## src/rtl/ser_tx_pkg.sv

```systemverilog
// ser_tx_pkg: shared frame-width default and FSM state encoding for ser_tx
package ser_tx_pkg;
  localparam int DATA_WIDTH_DEF = 16;
  typedef enum logic [1:0] {
    IDLE  = 2'd0,
    SETUP = 2'd1,
    SHIFT = 2'd2,
    HOLD  = 2'd3
  } state_t;
endpackage

```

## src/rtl/ser_tx_if.sv

```systemverilog
// ser_tx_if: parallel request side, bit clock and serial frame outputs of ser_tx
interface ser_tx_if #(parameter int DATA_WIDTH = 16) ();
  logic                  bit_clk;
  logic [DATA_WIDTH-1:0] data;
  logic                  start;
  logic                  busy;
  logic                  done;
  logic                  cs_n;
  logic                  sclk_out;
  logic                  sdo;
  modport master (output bit_clk, data, start, input busy, done, cs_n, sclk_out, sdo);
  modport slave  (input bit_clk, data, start, output busy, done, cs_n, sclk_out, sdo);
endinterface

```

## src/rtl/ser_tx_edge_det.sv

```systemverilog
// edge_det: one-register edge detector for a signal synchronous to clk_in
module edge_det (
  input  logic clk_in,
  input  logic aclr_n,
  input  logic sig,
  output logic rise,
  output logic fall
);
  logic sig_d;
  // delayed copy of sig; edges are flagged for the one cycle after sig changes
  always_ff @(posedge clk_in or negedge aclr_n) begin
    if (!aclr_n) sig_d <= 1'b0;
    else         sig_d <= sig;
  end
  assign rise = sig & ~sig_d;
  assign fall = ~sig & sig_d;
endmodule

```

## src/rtl/ser_tx.sv

```systemverilog
// ser_tx: MSB-first serialiser paced by the divided clock bit_clk, with frame select
module ser_tx
  import ser_tx_pkg::*;
#(
  parameter int DATA_WIDTH = DATA_WIDTH_DEF
) (
  input logic     clk_in,
  input logic     aclr_n,
  ser_tx_if.slave bus
);
  localparam int CW = $clog2(DATA_WIDTH + 1);
  state_t                state;
  logic [DATA_WIDTH-1:0] sreg;
  logic [CW-1:0]         cnt;
  logic                  rise, fall;
  logic                  busy_r, done_r, cs_n_r, sclk_r, sdo_r;
  edge_det u_edge (
    .clk_in (clk_in),
    .aclr_n (aclr_n),
    .sig    (bus.bit_clk),
    .rise   (rise),
    .fall   (fall)
  );
  // frame sequencer: sdo moves on bit_clk falls, bits are counted on rises
  always_ff @(posedge clk_in or negedge aclr_n) begin
    if (!aclr_n) begin
      state  <= IDLE;
      sreg   <= '0;
      cnt    <= '0;
      busy_r <= 1'b0;
      done_r <= 1'b0;
      cs_n_r <= 1'b1;
      sclk_r <= 1'b0;
      sdo_r  <= 1'b0;
    end else begin
      done_r <= 1'b0;
      sclk_r <= (state == SHIFT || state == HOLD) ? bus.bit_clk : 1'b0;
      case (state)
        IDLE: if (bus.start) begin
          sreg   <= bus.data;
          sdo_r  <= bus.data[DATA_WIDTH-1];
          cs_n_r <= 1'b0;
          busy_r <= 1'b1;
          cnt    <= '0;
          state  <= SETUP;
        end
        SETUP: if (fall) state <= SHIFT;
        SHIFT: begin
          if (rise) begin
            cnt <= cnt + 1'b1;
            if (cnt == CW'(DATA_WIDTH - 1)) state <= HOLD;
          end
          if (fall) begin
            sreg  <= sreg << 1;
            sdo_r <= sreg[DATA_WIDTH-2];
          end
        end
        HOLD: if (fall) begin
          cs_n_r <= 1'b1;
          sdo_r  <= 1'b0;
          busy_r <= 1'b0;
          done_r <= 1'b1;
          state  <= IDLE;
        end
        default: state <= IDLE;
      endcase
    end
  end
  assign bus.busy     = busy_r;
  assign bus.done     = done_r;
  assign bus.cs_n     = cs_n_r;
  assign bus.sclk_out = sclk_r;
  assign bus.sdo      = sdo_r;
endmodule

```

## src/flat_wrapper.sv

```systemverilog
// flat-port wrapper written by rule: the top's interface ports become plain ports
module ser_tx_flat import ser_tx_pkg::*;
#(
  parameter int DATA_WIDTH = DATA_WIDTH_DEF
)
  (clk_in, aclr_n, bus_bit_clk, bus_data, bus_start, bus_busy, bus_done, bus_cs_n, bus_sclk_out, bus_sdo);
  ser_tx_if #(.DATA_WIDTH(DATA_WIDTH)) bus_i ();
  input logic clk_in;
  input logic aclr_n;
  input wire logic [$bits(bus_i.bit_clk)-1:0] bus_bit_clk;
  input wire logic [$bits(bus_i.data)-1:0] bus_data;
  input wire logic [$bits(bus_i.start)-1:0] bus_start;
  output wire logic [$bits(bus_i.busy)-1:0] bus_busy;
  output wire logic [$bits(bus_i.done)-1:0] bus_done;
  output wire logic [$bits(bus_i.cs_n)-1:0] bus_cs_n;
  output wire logic [$bits(bus_i.sclk_out)-1:0] bus_sclk_out;
  output wire logic [$bits(bus_i.sdo)-1:0] bus_sdo;
  assign bus_i.bit_clk = bus_bit_clk;
  assign bus_i.data = bus_data;
  assign bus_i.start = bus_start;
  assign bus_busy = bus_i.busy;
  assign bus_done = bus_i.done;
  assign bus_cs_n = bus_i.cs_n;
  assign bus_sclk_out = bus_i.sclk_out;
  assign bus_sdo = bus_i.sdo;
  ser_tx #(.DATA_WIDTH(DATA_WIDTH)) u_core (.clk_in(clk_in), .aclr_n(aclr_n), .bus(bus_i));
endmodule
```

## config.mk

```make
export PLATFORM = sky130hd
export DESIGN_NAME = ser_tx_flat
export DESIGN_NICKNAME = d
export VERILOG_FILES = /design/src/rtl/ser_tx_pkg.sv /design/src/rtl/ser_tx_if.sv /design/src/rtl/ser_tx_edge_det.sv /design/src/rtl/ser_tx.sv /design/src/flat_wrapper.sv
export SDC_FILE = /design/constraint.sdc
export NUM_CORES = 1
export LEC_CHECK = 0
export CAP_MARGIN = 20
export CORE_MARGIN = 10
export CORE_UTILIZATION = 55
export CTS_CLUSTER_SIZE = 28
export DETAILED_ROUTE_END_ITERATION = 12
export GPL_TIMING_DRIVEN = 0
export PLACE_DENSITY = 0.79
export SYNTH_ARGS = -nofsm -noshare
export SYNTH_HDL_FRONTEND = slang
export SYNTH_SLANG_ARGS = --single-unit
```

## constraint.sdc

```tcl
create_clock -name clk_in -period 3.63 [get_ports clk_in]
set_input_delay 0.5445 -clock clk_in [delete_from_list [all_inputs] [get_ports clk_in]]
set_output_delay 0.5445 -clock clk_in [all_outputs]
set_load 0.1 [all_outputs]
```

==> run summary <==
CTS tree - done
LEAKAGE - 0.729 nW
Synth Instances - 134
CP peak stage delay - 1.13 ns
overall routed net length - 2.91 mm
Worst Clk Skew - 0.00512 ns
largest family of logic cells by synthesized area - multiplexers
Slew Limit Fails - 0
Mapped Area - 0.00139 mm²
Core Util, Final - 70.2%
CTS clk-pin slew, worst paths - 0.14 ns
Slowest-stage cell, CP - clkdlybuf4s50_1
Total Power - 1.53 mW
Cells after DPL - 189
clock tree buffer depth - 2
sequential power share - 34.3%
R2R Setup Slk - 1.56 ns
Clock Sink Count - 28
final setup fails - 0
status - finished clean
DRC - 0
worst-path fanout max - 2
clock root buffer - clkbuf_4
CTS H-Tree Depth - 1
CP endpoint kind - output port
CTS Buf Count - 3
Pwr Density - 895 mW/mm²
vias in the first global route - 1160
synthesized flop and latch total - 28
layout overhead on the synthesized area - 23.0%
CTS resizes - 0
switching pwr - 713 µW
Post-Layout Cell Count - 193
Core Region - 0.00243 mm²
Detail Route Antenna Nets - 0
register area share after synthesis - 50.6%
Worst-Skew Late Latency - 0.33 ns
FF/Latch Area - 702 µm²
gr ovfl total - 0
Vias/cell - 5.52
gr usage total - 12.2%
Die X - 70.2 µm
IO buf count - 24
RSZ-0062 raised after global routing - no
Synth area leader - dfrtp_1
critical path launch point - u_core.bus.cs_n
Synth top area share - 48.7%
adder-cell share of the synthesized area - 6.31%
Int Pwr - 815 µW
most frequent cell after synthesis - dfrtp_1
largest net degree at the start of global routing - 16
clock power share - 8.9%
Hold Violations, Final - 0
Post-synth EDFFs - 0
WP data required - 3.09 ns
CP Capture Point - bus_cs_n
RR Endpoint - u_core.sreg[8]
setup bufs post-CTS - 0
Synthesis Warnings - 0
number of max-cap violations - 0
layout cell share with drive strength beyond 1 - 6.75%
Crit Path Category - reg2out
worst slew pin tran - 0.975 ns
worst reg2reg path depth - 7
final hold slack - 0.514 ns
initial antenna violation count - 0
CP Cell Sequence - clkdlybuf4s50_1
Worst Path Buf+Inv - 1
drt first-iter violations - 56
asr flop ratio synth - 100%
slew margin rel. - 34.8%
gp weighted congestion - 0.764
CP arrival - 2.01 ns
Post-Synth XOR/XNOR Area - 0%
first-pass GRT wire length - 5.10 mm
die area - 0.00493 mm²
drt pass-1 iters - 4
Rows - 18
Vias - 1065
detailed placement HPWL - 2.27 mm
Fill cells - 200
total negative slack - 0 ns
Synth Area in Simple Gates - 13.6%
Antenna diodes - 0
ratio of final minimum period to clock period - 70.4%
Compound-Gate Fraction of Synth Area - 12.1%
Crit path depth - 1
count of cell types in the netlist - 26
Die Span Y - 70.2 µm
worst flop-to-flop path startpoint - u_core.state[1]
crit start category - flop
mux cell area share after synthesis - 14.0%
Post-CTS Hold Fix Bufs - 0
IO Count - 25
Comb pwr share - 56.8%
Hold Startpoint - u_core.bus.busy
area of the multi-input gates - 638 µm²
wire length per cell - 15.1 µm
syn_area_per_cell - 10.4 µm²
Final #Nets - 191
max frequency - 391 MHz
largest cells by area after synthesis - dfrtp_1 (49%), mux2i_1 (12%), a21oi_1 (6.5%)
delay-heaviest family, CP - buffers and inverters
maximum vdd ir drop - 570 µV
syn nets - 161
hold crit path type - reg2reg
Min Clock Period, post-route - 2.56 ns
sw frac - 46.7%
Top FF cell, synth - dfrtp_1
most frequent cells after synthesis - dfrtp_1 (27), a21oi_1 (18), nor2_1 (18)
initial core utilization - 57.0%
-- registers in the layout, summed over array words and instances, names as in the netlist --
signal / flops
u_core.state: 2
u_core.bus.sdo: 1
u_core.bus.busy: 1
u_core.sreg: 15
u_core.u_edge.sig_d: 1
u_core.bus.cs_n: 1
u_core.cnt: 5
u_core.bus.done: 1
u_core.bus.sclk_out: 1
-- cells in the final DEF, fill, tap and decap left out --
cell	instances
nor2_1	18
clkbuf_4	3
nor2b_1	3
a211oi_2	1
mux2_1	3
buf_8	1
dfrtp_1	27
dfstp_2	1
a22oi_1	1
nand3_1	4
ha_1	7
and3_1	1
nand3b_1	1
a21oi_1	18
nor3b_1	1
clkbuf_1	1
inv_1	5
o221ai_1	1
or4b_1	1
o21a_1	1
nand2_1	7
mux2i_1	16
a211o_1	1
buf_2	5
o21ai_1	4
o22ai_1	1
buf_1	1
a31oi_1	1
clkdlybuf4s50_1	24
nand2b_1	4
-- area by class of cell --
type | count | share of cell area (%)
Buffer | 6 | 1.69
Inverter | 5 | 1.10
Timing Repair Buffer | 25 | 15.0
Tap cell | 30 | 2.20
Sequential cell | 28 | 41.1
Clock buffer | 4 | 1.54
Multi-Input combinational cell | 95 | 37.4
-- worst min-delay path by stage --
stage / end / slack [ns] / depth (start not counted)
after CTS: u_core.bus.busy / 0.52 / 1
after global routing: u_core.bus.busy / 0.54 / 1
after floorplan: u_core.bus.busy / 0.25 / 0
final: u_core.bus.busy / 0.51 / 1
after detailed placement: u_core.bus.busy / 0.48 / 1
after global placement: u_core.bus.busy / 0.47 / 1
-- cells by family (layout without fill, tap and decap cells) --
| family | after synthesis | count (layout) |
|---|---|---|
| AO/OA/AOI/OAI | 29 | 29 |
| adder cells (fa/ha/maj) | 7 | 7 |
| buffers and inverters | 11 | 40 |
| flip-flops | 28 | 28 |
| multiplexers | 19 | 19 |
| AND/OR/NAND/NOR | 40 | 40 |
-- layer usage --
layer,wire length [µm],vias up,GRT usage [%]
li1,-,518,-
met1,1290,519,13.9
met2,1460,23,20.8
met3,116,5,2.68
met4,46,0,5.92
met5,0,-,0
-- stage by stage --
| step | worst slack, ns | area, µm² |
|---|---|---|
| after floorplan | 1.80 | 1390 |
| after global placement | 1.16 | 1670 |
| after detailed placement | 1.11 | 1680 |
| after CTS | 1.05 | 1710 |
| after global routing | 1.01 | 1710 |
| final | 1.07 | 1710 |
-- power by group through the flow --
stage	logic [mW]	registers, mW	clock network [mW]
floorplan	0.533	0.661	0
global placement	0.836	0.525	0
detailed placement	0.875	0.532	0
CTS	0.877	0.525	0.138
global route	0.972	0.542	0.153
finish	0.868	0.524	0.136
Note: power is estimated with default switching activity, not from simulation.
